`src/rtl/loader_pkg.sv`:
```
// loader_pkg: shared state encoding and default widths for the program loader.
package loader_pkg;
    typedef enum logic [2:0] {IDLE, LOAD, WAITIDLE, STARTHI, RUN, STOP} state_t;
    localparam int DEF_DATA_WIDTH = 8;
    localparam int DEF_ADDR_WIDTH = 12;
    localparam int DEF_CYC_WIDTH = 16;
    localparam int DEF_IDLE_TIMEOUT = 4;
endpackage

```
`src/rtl/budget_counter.sv`:
```
// budget_counter: loadable down-counter that flags the final cycle of a run budget.
module budget_counter #(
    parameter int W = 16
) (
    input  logic         clk,
    input  logic         rst,
    input  logic         load,
    input  logic         en,
    input  logic [W-1:0] value,
    output logic         expire
);
    logic [W-1:0] count;
    assign expire = count == W'(1);
    always_ff @(posedge clk or posedge rst)
        if (rst)
            count <= '0;
        else
            count <= load ? value : en ? count - W'(1) : count;
endmodule

```
`src/rtl/program_loader.sv`:
```
// program_loader: streams a program image into memory, then starts and bounds one CPU run.
module program_loader
    import loader_pkg::*;
#(
    parameter int DATA_WIDTH = DEF_DATA_WIDTH,
    parameter int ADDR_WIDTH = DEF_ADDR_WIDTH,
    parameter int CYC_WIDTH = DEF_CYC_WIDTH,
    parameter int IDLE_TIMEOUT = DEF_IDLE_TIMEOUT
) (
    input  logic                  clk,
    input  logic                  rst,
    input  logic                  loadReq,
    input  logic [ADDR_WIDTH-1:0] loadBase,
    input  logic [ADDR_WIDTH-1:0] loadLen,
    input  logic [CYC_WIDTH-1:0]  runBudget,
    input  logic                  abortReq,
    input  logic                  inValid,
    input  logic [DATA_WIDTH-1:0] inData,
    output logic                  inReady,
    output logic [ADDR_WIDTH-1:0] memAddr,
    output logic [DATA_WIDTH-1:0] memData,
    output logic                  memWrite,
    output logic                  cpuRst,
    output logic                  start,
    input  logic                  done,
    output logic                  busy,
    output logic                  finished,
    output logic                  error
);
    localparam int WW = $clog2(IDLE_TIMEOUT + 1);
    state_t state, nxt;
    logic [ADDR_WIDTH-1:0] base, len, idx;
    logic [CYC_WIDTH-1:0] budget;
    logic [WW-1:0] wcnt;
    logic hs, expire, abort_hit, timeout;
    assign inReady = state == LOAD && !abortReq;
    assign hs = inValid && inReady;
    assign abort_hit = abortReq && state inside {LOAD, WAITIDLE, STARTHI, RUN};
    assign timeout = state == WAITIDLE && !done && wcnt == WW'(IDLE_TIMEOUT - 1);
    assign start = state == STARTHI;
    assign busy = state != IDLE;
    assign finished = state == STOP;
    budget_counter #(.W(CYC_WIDTH)) u_budget (
        .clk    (clk),
        .rst    (rst),
        .load   (state == STARTHI),
        .en     (state == RUN && budget != '0),
        .value  (budget),
        .expire (expire)
    );
    always_comb begin
        nxt = state;
        if (abort_hit)
            nxt = STOP;
        else
            case (state)
                IDLE:     nxt = loadReq ? (loadLen != '0 ? LOAD : WAITIDLE) : IDLE;
                LOAD:     nxt = hs && idx == len - ADDR_WIDTH'(1) ? WAITIDLE : LOAD;
                WAITIDLE: nxt = done ? STARTHI : timeout ? STOP : WAITIDLE;
                STARTHI:  nxt = RUN;
                RUN:      nxt = budget != '0 && expire ? STOP : RUN;
                default:  nxt = IDLE;
            endcase
    end
    // cpuRst is held through the cycle carrying the final write so the CPU never sees a write
    always_ff @(posedge clk or posedge rst) begin
        if (rst) begin
            state <= IDLE;
            base <= '0;
            len <= '0;
            idx <= '0;
            budget <= '0;
            wcnt <= '0;
            memAddr <= '0;
            memData <= '0;
            memWrite <= 1'b0;
            cpuRst <= 1'b1;
            error <= 1'b0;
        end else begin
            state <= nxt;
            memWrite <= hs;
            cpuRst <= !(nxt inside {WAITIDLE, STARTHI, RUN}) || hs;
            wcnt <= state == WAITIDLE ? wcnt + WW'(1) : '0;
            if (hs) begin
                memAddr <= base + idx;
                memData <= inData;
                idx <= idx + ADDR_WIDTH'(1);
            end
            if (state == IDLE && loadReq) begin
                base <= loadBase;
                len <= loadLen;
                budget <= runBudget;
                idx <= '0;
                error <= 1'b0;
            end
            if (abort_hit || timeout)
                error <= 1'b1;
        end
    end
endmodule

```
`config.mk`:
```
export PLATFORM = sky130hd
export DESIGN_NAME = program_loader
export DESIGN_NICKNAME = d
export VERILOG_FILES = /design/src/rtl/loader_pkg.sv /design/src/rtl/budget_counter.sv /design/src/rtl/program_loader.sv
export SDC_FILE = /design/constraint.sdc
export NUM_CORES = 1
export LEC_CHECK = 0
export ABC_CLOCK_PERIOD_IN_PS = 3400
export CAP_MARGIN = 20
export CORE_AREA = 2 2 106 108
export DETAILED_ROUTE_END_ITERATION = 10
export DIE_AREA = 0 0 108 110
export MAX_ROUTING_LAYER = met4
export PLACE_DENSITY_LB_ADDON = 0.05
export SETUP_SLACK_MARGIN = 0.5
export SYNTH_ARGS = -nofsm -noshare
export SYNTH_HDL_FRONTEND = slang
export SYNTH_SLANG_ARGS = --single-unit
```
`constraint.sdc`:
```
create_clock -name clk -period 3.4 [get_ports clk]
set_input_delay 0.68 -clock clk [delete_from_list [all_inputs] [get_ports clk]]
set_output_delay 0.68 -clock clk [all_outputs]
set_load 0.03 [all_outputs]
```
==> impl_results.md, run 1 <==
- Type of the worst setup path: flop to output pin
- Clock root buffer: clkbuf_8
- Peak VDD IR: 408 uV
- Clock Skew: 0.00712 ns
- Fin crit share: 79.0%
- Met3 routed WL: 590 microns
- Clk pwr share: 14.2%
- Starting Density: 47.8%
- Switching power share of the total: 42.6%
- Global-route wire length before repair: 19700 microns
- Drt first pass iters: 5
- Synth area leaders: dfrtp_1 47%, nand2_1 13%, ha_1 4.2%, o21ai_0 3.3%, xnor2_1 2.9%
- Die W: 108 microns
- Reg2Reg Launch Point: len[0]
- Outcome: finished, final reports clean
- Synthesis warning total: 0
- Top_reg_cell synth: dfrtp_1
- WL met2: 4820 microns
- Detailed Route Iter0 Violations: 385
- Synth async-reset ratio: 100%
- Mapped Area: 5110 sq um
- Util after Layout: 58.3%
- EDFF count, synth: 0
- Final setup fails: 0
- Sw Pwr: 2.06 mW
- Worst setup SP type: flop
- Wl on met1: 6200 microns
- Mean routed wirelength per cell: 14.6 microns
- Yosys cell types: 55
- Initial antenna violation count: 0
- DIE HEIGHT: 110 microns
- Seq/Total Area, Yosys: 47.5%
- Clock Sink Count: 97
- Reg clk slew, reported paths: 0.09 ns
- Ports: 81
- Antenna cells: 0
- Antenna viol nets, final: 0
- Critical Path AT: 2.01 ns
- Via density: 5.39
- Gp weighted congestion: 0.888
- CTS tree: yes
- Pwr dens: 775 nW/um^2
- # rows: 38
- GRT Util Overall: 21.6%
- Share of cells above drive strength 1: 5.10%
- Worst-Skew Late Latency: 0.37 ns
- Leak: 2.91 nW
- R2R cell count: 8
- Slew margin rel.: 57.1%
- Mapped Avg Cell Area: 8.70 sq um
- DR DRC count: 0
- Max-cap violations: 0
- Clock Path Buffers: 2
- Fillers: 1033
- CTS buffer count: 9
- Worst setup EP type: output pin
- # port buffers: 80
- Area of the die: 11900 sq um
- Flop pwr share: 42.4%
- Critical Path End: busy
- Actual slew at the worst max-slew pin: 0.643 ns
- Htree depth: 3
- Max FO, Critical Path: 11
- Worst Setup SP: state[2]
- Post-Route Setup TNS: 0 ns
- Area Overhead vs Synth: 21.9%
- Sequential cell area: 2430 sq um
- Int Pwr: 2.77 mW
- Routed vias: 4350
- Dpl hpwl: 8360 microns
- Core Region: 10700 sq um
- Postcts setup bufs: 0
- Final Critical Period: 2.69 ns
- Worst Hold Class: flop to flop
- Syn Nets: 660
- Combinational power share: 43.4%
- Largest net degree at the start of global routing: 98
- Reg2reg end: state[0]
- Synth cell count leaders: 176 x nand2_1, 96 x dfrtp_1, 34 x o21ai_0, 31 x nor2_1, 22 x clkbuf_1
- Gr ovfl total: 0
- Final hold vios: 0
- Number of synthesized register bits: 97
- Vias in the first global route: 4014
- Worst hold slack: 0.445 ns
- NumNets Final: 734
- RSZ-0062 raised after global routing: no
- Highest Signal Layer: met4
- Multi-input combinational cell area: 2510 sq um
- Critical path required time: 2.72 ns
- Max-slew violations: 0
- Most common cell in the netlist: nand2_1
- Fmax: 372 MHz
- Post-Synthesis Cells: 588
- Top cell type's share of synthesized area: 47.0%
- Reg2reg setup slack: 0.86 ns
- Area leader, netlist: dfrtp_1
- Final WL: 11800 microns
==> area by class of cell <==
class | instances | area share [%]
Multi-Input combinational cell | 446 | 40.3
Clock buffer | 10 | 2.21
Sequential cell | 97 | 39.0
Inverter | 20 | 1.26
Clock inverter | 6 | 0.542
Tap cell | 140 | 2.81
Timing Repair Buffer | 88 | 14.0
==> through the flow <==
| stage | setup WS [ns] | std cells | total power, mW | area, sq um |
|---|---|---|---|---|
| 2_1_floorplan | 0.809 | 588 | 3.44 | 5120 |
| 3_3_place_gp | 0.518 | 791 | 4.12 | 6070 |
| 3_5_place_dp | 0.484 | 791 | 4.16 | 6070 |
| 4_1_cts | 0.715 | 807 | 4.87 | 6230 |
| 5_1_grt | 0.587 | 807 | 5.22 | 6230 |
| 6_report | 0.715 | 807 | 4.83 | 6230 |
==> layout by cell type, fill, tap and decap left out, drive strengths merged, types with 4 or more instances in the layout <==
cell type / Yosys / routed
clkinv: 1 / 7
buf: 3 / 8
nand2b: 6 / 6
a211oi: 4 / 4
nor2b: 7 / 7
o21a: 6 / 6
clkdlybuf4s50: 0 / 78
nor3: 16 / 16
xnor2: 17 / 17
o21ai: 35 / 35
a221o: 6 / 6
nand4: 9 / 9
dfrtp: 96 / 96
nor2: 31 / 31
clkbuf: 22 / 10
and3: 8 / 8
xor2: 14 / 14
a21oi: 14 / 14
nor4: 21 / 21
nand3: 12 / 12
inv: 19 / 18
or3: 5 / 5
nand2: 176 / 176
ha: 17 / 17
o31ai: 6 / 6
==> cell families (layout without fill, tap and decap cells) <==
family / Yosys count / in the layout / synth area share (%)
AO/OA/AOI/OAI: 93 / 93 / 11.9
XOR/XNOR: 31 / 31 / 5.31
adder cells (fa/ha/maj): 18 / 18 / 4.55
buffers and inverters: 45 / 124 / 3.47
flip-flops: 97 / 97 / 47.5
multiplexers: 3 / 3 / 0.734
AND/OR/NAND/NOR: 301 / 301 / 26.5
==> state kept, by name (all words and copies together), names as in the netlist <==
| signal | flops |
|---|---|
| error | 1 |
| idx | 12 |
| memAddr | 12 |
| budget | 16 |
| wcnt | 3 |
| cpuRst | 1 |
| base | 12 |
| memData | 8 |
| len | 12 |
| memWrite | 1 |
| u_budget.count | 16 |
| state | 3 |
==> worst min-delay path by stage <==
stage / from / end / cells past startpoint
floorplan: wcnt[0] / wcnt[0] / 1
detailed placement: wcnt[0] / wcnt[0] / 1
global route: wcnt[0] / wcnt[0] / 1
global placement: wcnt[0] / wcnt[0] / 1
CTS: wcnt[0] / wcnt[0] / 1
finish: wcnt[0] / wcnt[0] / 1
==> worst max-delay path, stage by stage (launching register included) <==
cell and delay, ns:
dfrtp_1 0.52, nor3_1 0.36, inv_1 0.15, clkdlybuf4s50_1 0.62
==> routing by layer <==
| metal | track usage, % | vias to the layer above |
|---|---|---|
| met3 | 3.06 | 17 |
| met4 | 8.15 | 0 |
| met1 | 32.7 | 2040 |
| met5 | - | - |
| met2 | 29.3 | 123 |
| li1 | - | 2170 |
==> repair_timing <==
action	in CTS	in global routing
hold buffers	0	0
setup endpoints to repair	2	0
resized for setup	2	0
==> power groups by stage <==
stage                     sequential (mW)  combinational (mW)  clock (mW)
after detailed placement             2.07                2.10           0
after global routing                 2.11                2.35       0.756
after CTS                            2.05                2.11       0.714
after global placement               2.06                2.06           0
after floorplan                      2.15                1.29           0
final                                2.05                2.10       0.684
No activity file was read; power rests on OpenSTA's default activity.
==> run 2: changes to the inputs <==
Settings changed: ABC_CLOCK_PERIOD_IN_PS 3400 to 2420.
Clock period 3.4 ns to 2.42 ns, I/O delays scaled along.
==> run 2 against run 1 <==
Against the previous run: die area unchanged; cell count increased by 5.8%; largest cell class unchanged; via count increased by 5.4%; highest routed layer unchanged; critical path type is now flop to flop; global-route usage increased by 2.6 points; combinational power increased by 75%; sequential share of layout area decreased by 4.4 points.
==> impl_results.md, run 2 (synthesized netlist as in run 1, its figures left out) <==
- Highest Signal Layer: met4
- Clock Sink Count: 97
- Fillers: 897
- Detailed Route Iter0 Violations: 175
- Clock root buffer: clkbuf_8
- Vias in the first global route: 4526
- Drt first pass iters: 4
- Max FO, Critical Path: 6
- Routed vias: 4583
- Peak VDD IR: 653 uV
- Mean routed wirelength per cell: 15.7 microns
- Type of the worst setup path: flop to flop
- Dpl hpwl: 8960 microns
- Max-slew violations: 0
- Actual slew at the worst max-slew pin: 0.539 ns
- DR DRC count: 0
- Critical path required time: 2.75 ns
- Met3 routed WL: 667 microns
- Ports: 81
- Clock Path Buffers: 2
- Worst setup EP type: flop
- RSZ-0062 raised after global routing: yes
- Die W: 108 microns
- CTS tree: yes
- CTS buffer count: 9
- DIE HEIGHT: 110 microns
- Slew margin rel.: 64.1%
- Commonest non-fill, non-tap cell in the layout: nand2_1
- GRT Util Overall: 24.2%
- Starting Density: 47.8%
- NumNets Final: 781
- Via density: 5.37
- CP cell instances: inv_2 -> ha_4 -> or4b_4 -> mux2_4 -> a222oi_1 -> o21ai_1 -> nand4_1 -> and3_1
- Biggest regs: budget x16, u_budget.count x16
- Area Overhead vs Synth: 38.1%
- Worst setup SP type: flop
- Initial antenna violation count: 0
- Gr ovfl total: 0
- Final WL: 13400 microns
- Leak: 3.45 nW
- Htree depth: 3
- Multi-input combinational cell area: 2870 sq um
- Post-CTS Hold Buffers: 0
- Wl on met1: 6250 microns
- Outcome: finished, final reports clean
- Final hold vios: 0
- Pwr dens: 1100 nW/um^2
- Gp weighted congestion: 0.858
- Core Region: 10700 sq um
- Total power: 7.76 mW
- WL met2: 6190 microns
- Final setup fails: 0
- Peak per-stage delay on the critical path: 0.51 ns
- Clock Skew: 0.0100 ns
- Post-route setup slack: 0.300 ns
- Largest net degree at the start of global routing: 98
- Buf/Inv on CP: 1
- Fin crit share: 87.6%
- Share of cells above drive strength 1: 19.5%
- Area of the die: 11900 sq um
- Reg clk slew, reported paths: 0.09 ns
- Max-cap violations: 0
- Most frequent cells in the layout: 173 x nand2_1, 89 x dfrtp_1, 52 x clkdlybuf4s50_1
- Worst Hold Class: flop to flop
- Worst-Skew Late Latency: 0.39 ns
- Final Critical Period: 2.12 ns
- # rows: 38
- Sequential cell area: 2440 sq um
- Delay-heaviest family, CP: simple AND/OR/NAND/NOR gates
- # port buffers: 80
- Slowest-stage cell, CP: or4b_4
- Global-route wire length before repair: 21700 microns
- Pre-CTS WS: -0.0530 ns
- Fmax: 472 MHz
- Antenna cells: 0
- Critical Path AT: 2.45 ns
- Antenna viol nets, final: 0
-- run 2: where the power goes --
part           switching, mW  internal (mW)  leakage [nW]
logic                   1.99           1.69          2.11
registers              0.674           2.26          1.23
clock network          0.573          0.563         0.107
total                   3.24           4.52          3.45
-- run 2: repair_timing --
item / 4_1_cts / 5_1_grt
pin swaps: 15 / 33
setup buffers: 12 / 20
gates cloned: 0 / 0
endpoints found under the setup margin: 36 / 54
gates resized for setup: 27 / 82
-- run 2: per-layer routing --
layer	up-vias	GRT usage [%]
li1	2269	-
met1	2189	32.7
met5	-	-
met4	0	9.43
met2	107	35.8
met3	18	5.35
-- run 2: area by class of cell --
type                            instances  area share, %
Clock inverter                          2          0.496
Inverter                               20           1.19
Clock buffer                           14           2.45
Timing Repair Buffer                  135           18.2
Multi-Input combinational cell        446           40.7
Tap cell                              140           2.48
Sequential cell                        97           34.5
-- run 2: worst paths after layout --
check,from,endpoint,slack [ns],cells after the start
setup reg to reg,len[0],state[0],0.30,8
min in group asynchronous,rst,base[8],0.57,3
setup / recovery,len[0],state[0],0.30,8
max in group asynchronous,rst,len[6],1.40,3
hold / removal,wcnt[0],wcnt[0],0.44,1
hold reg to reg,wcnt[0],wcnt[0],0.44,1
-- run 2: through the flow --
stage | utilization, % | TNS (ns) | area [sq um] | instances | hold WS [ns]
after floorplan | - | 0 | 5190 | 588 | 0.409
after global placement | 58.4 | 0 | 6250 | 806 | 0.424
after detailed placement | 58.4 | -0.0530 | 6250 | 806 | 0.431
after CTS | 61.7 | 0 | 6600 | 834 | 0.443
after global routing | 66.0 | 0 | 7060 | 854 | 0.460
final | 66.0 | 0 | 7060 | 854 | 0.438
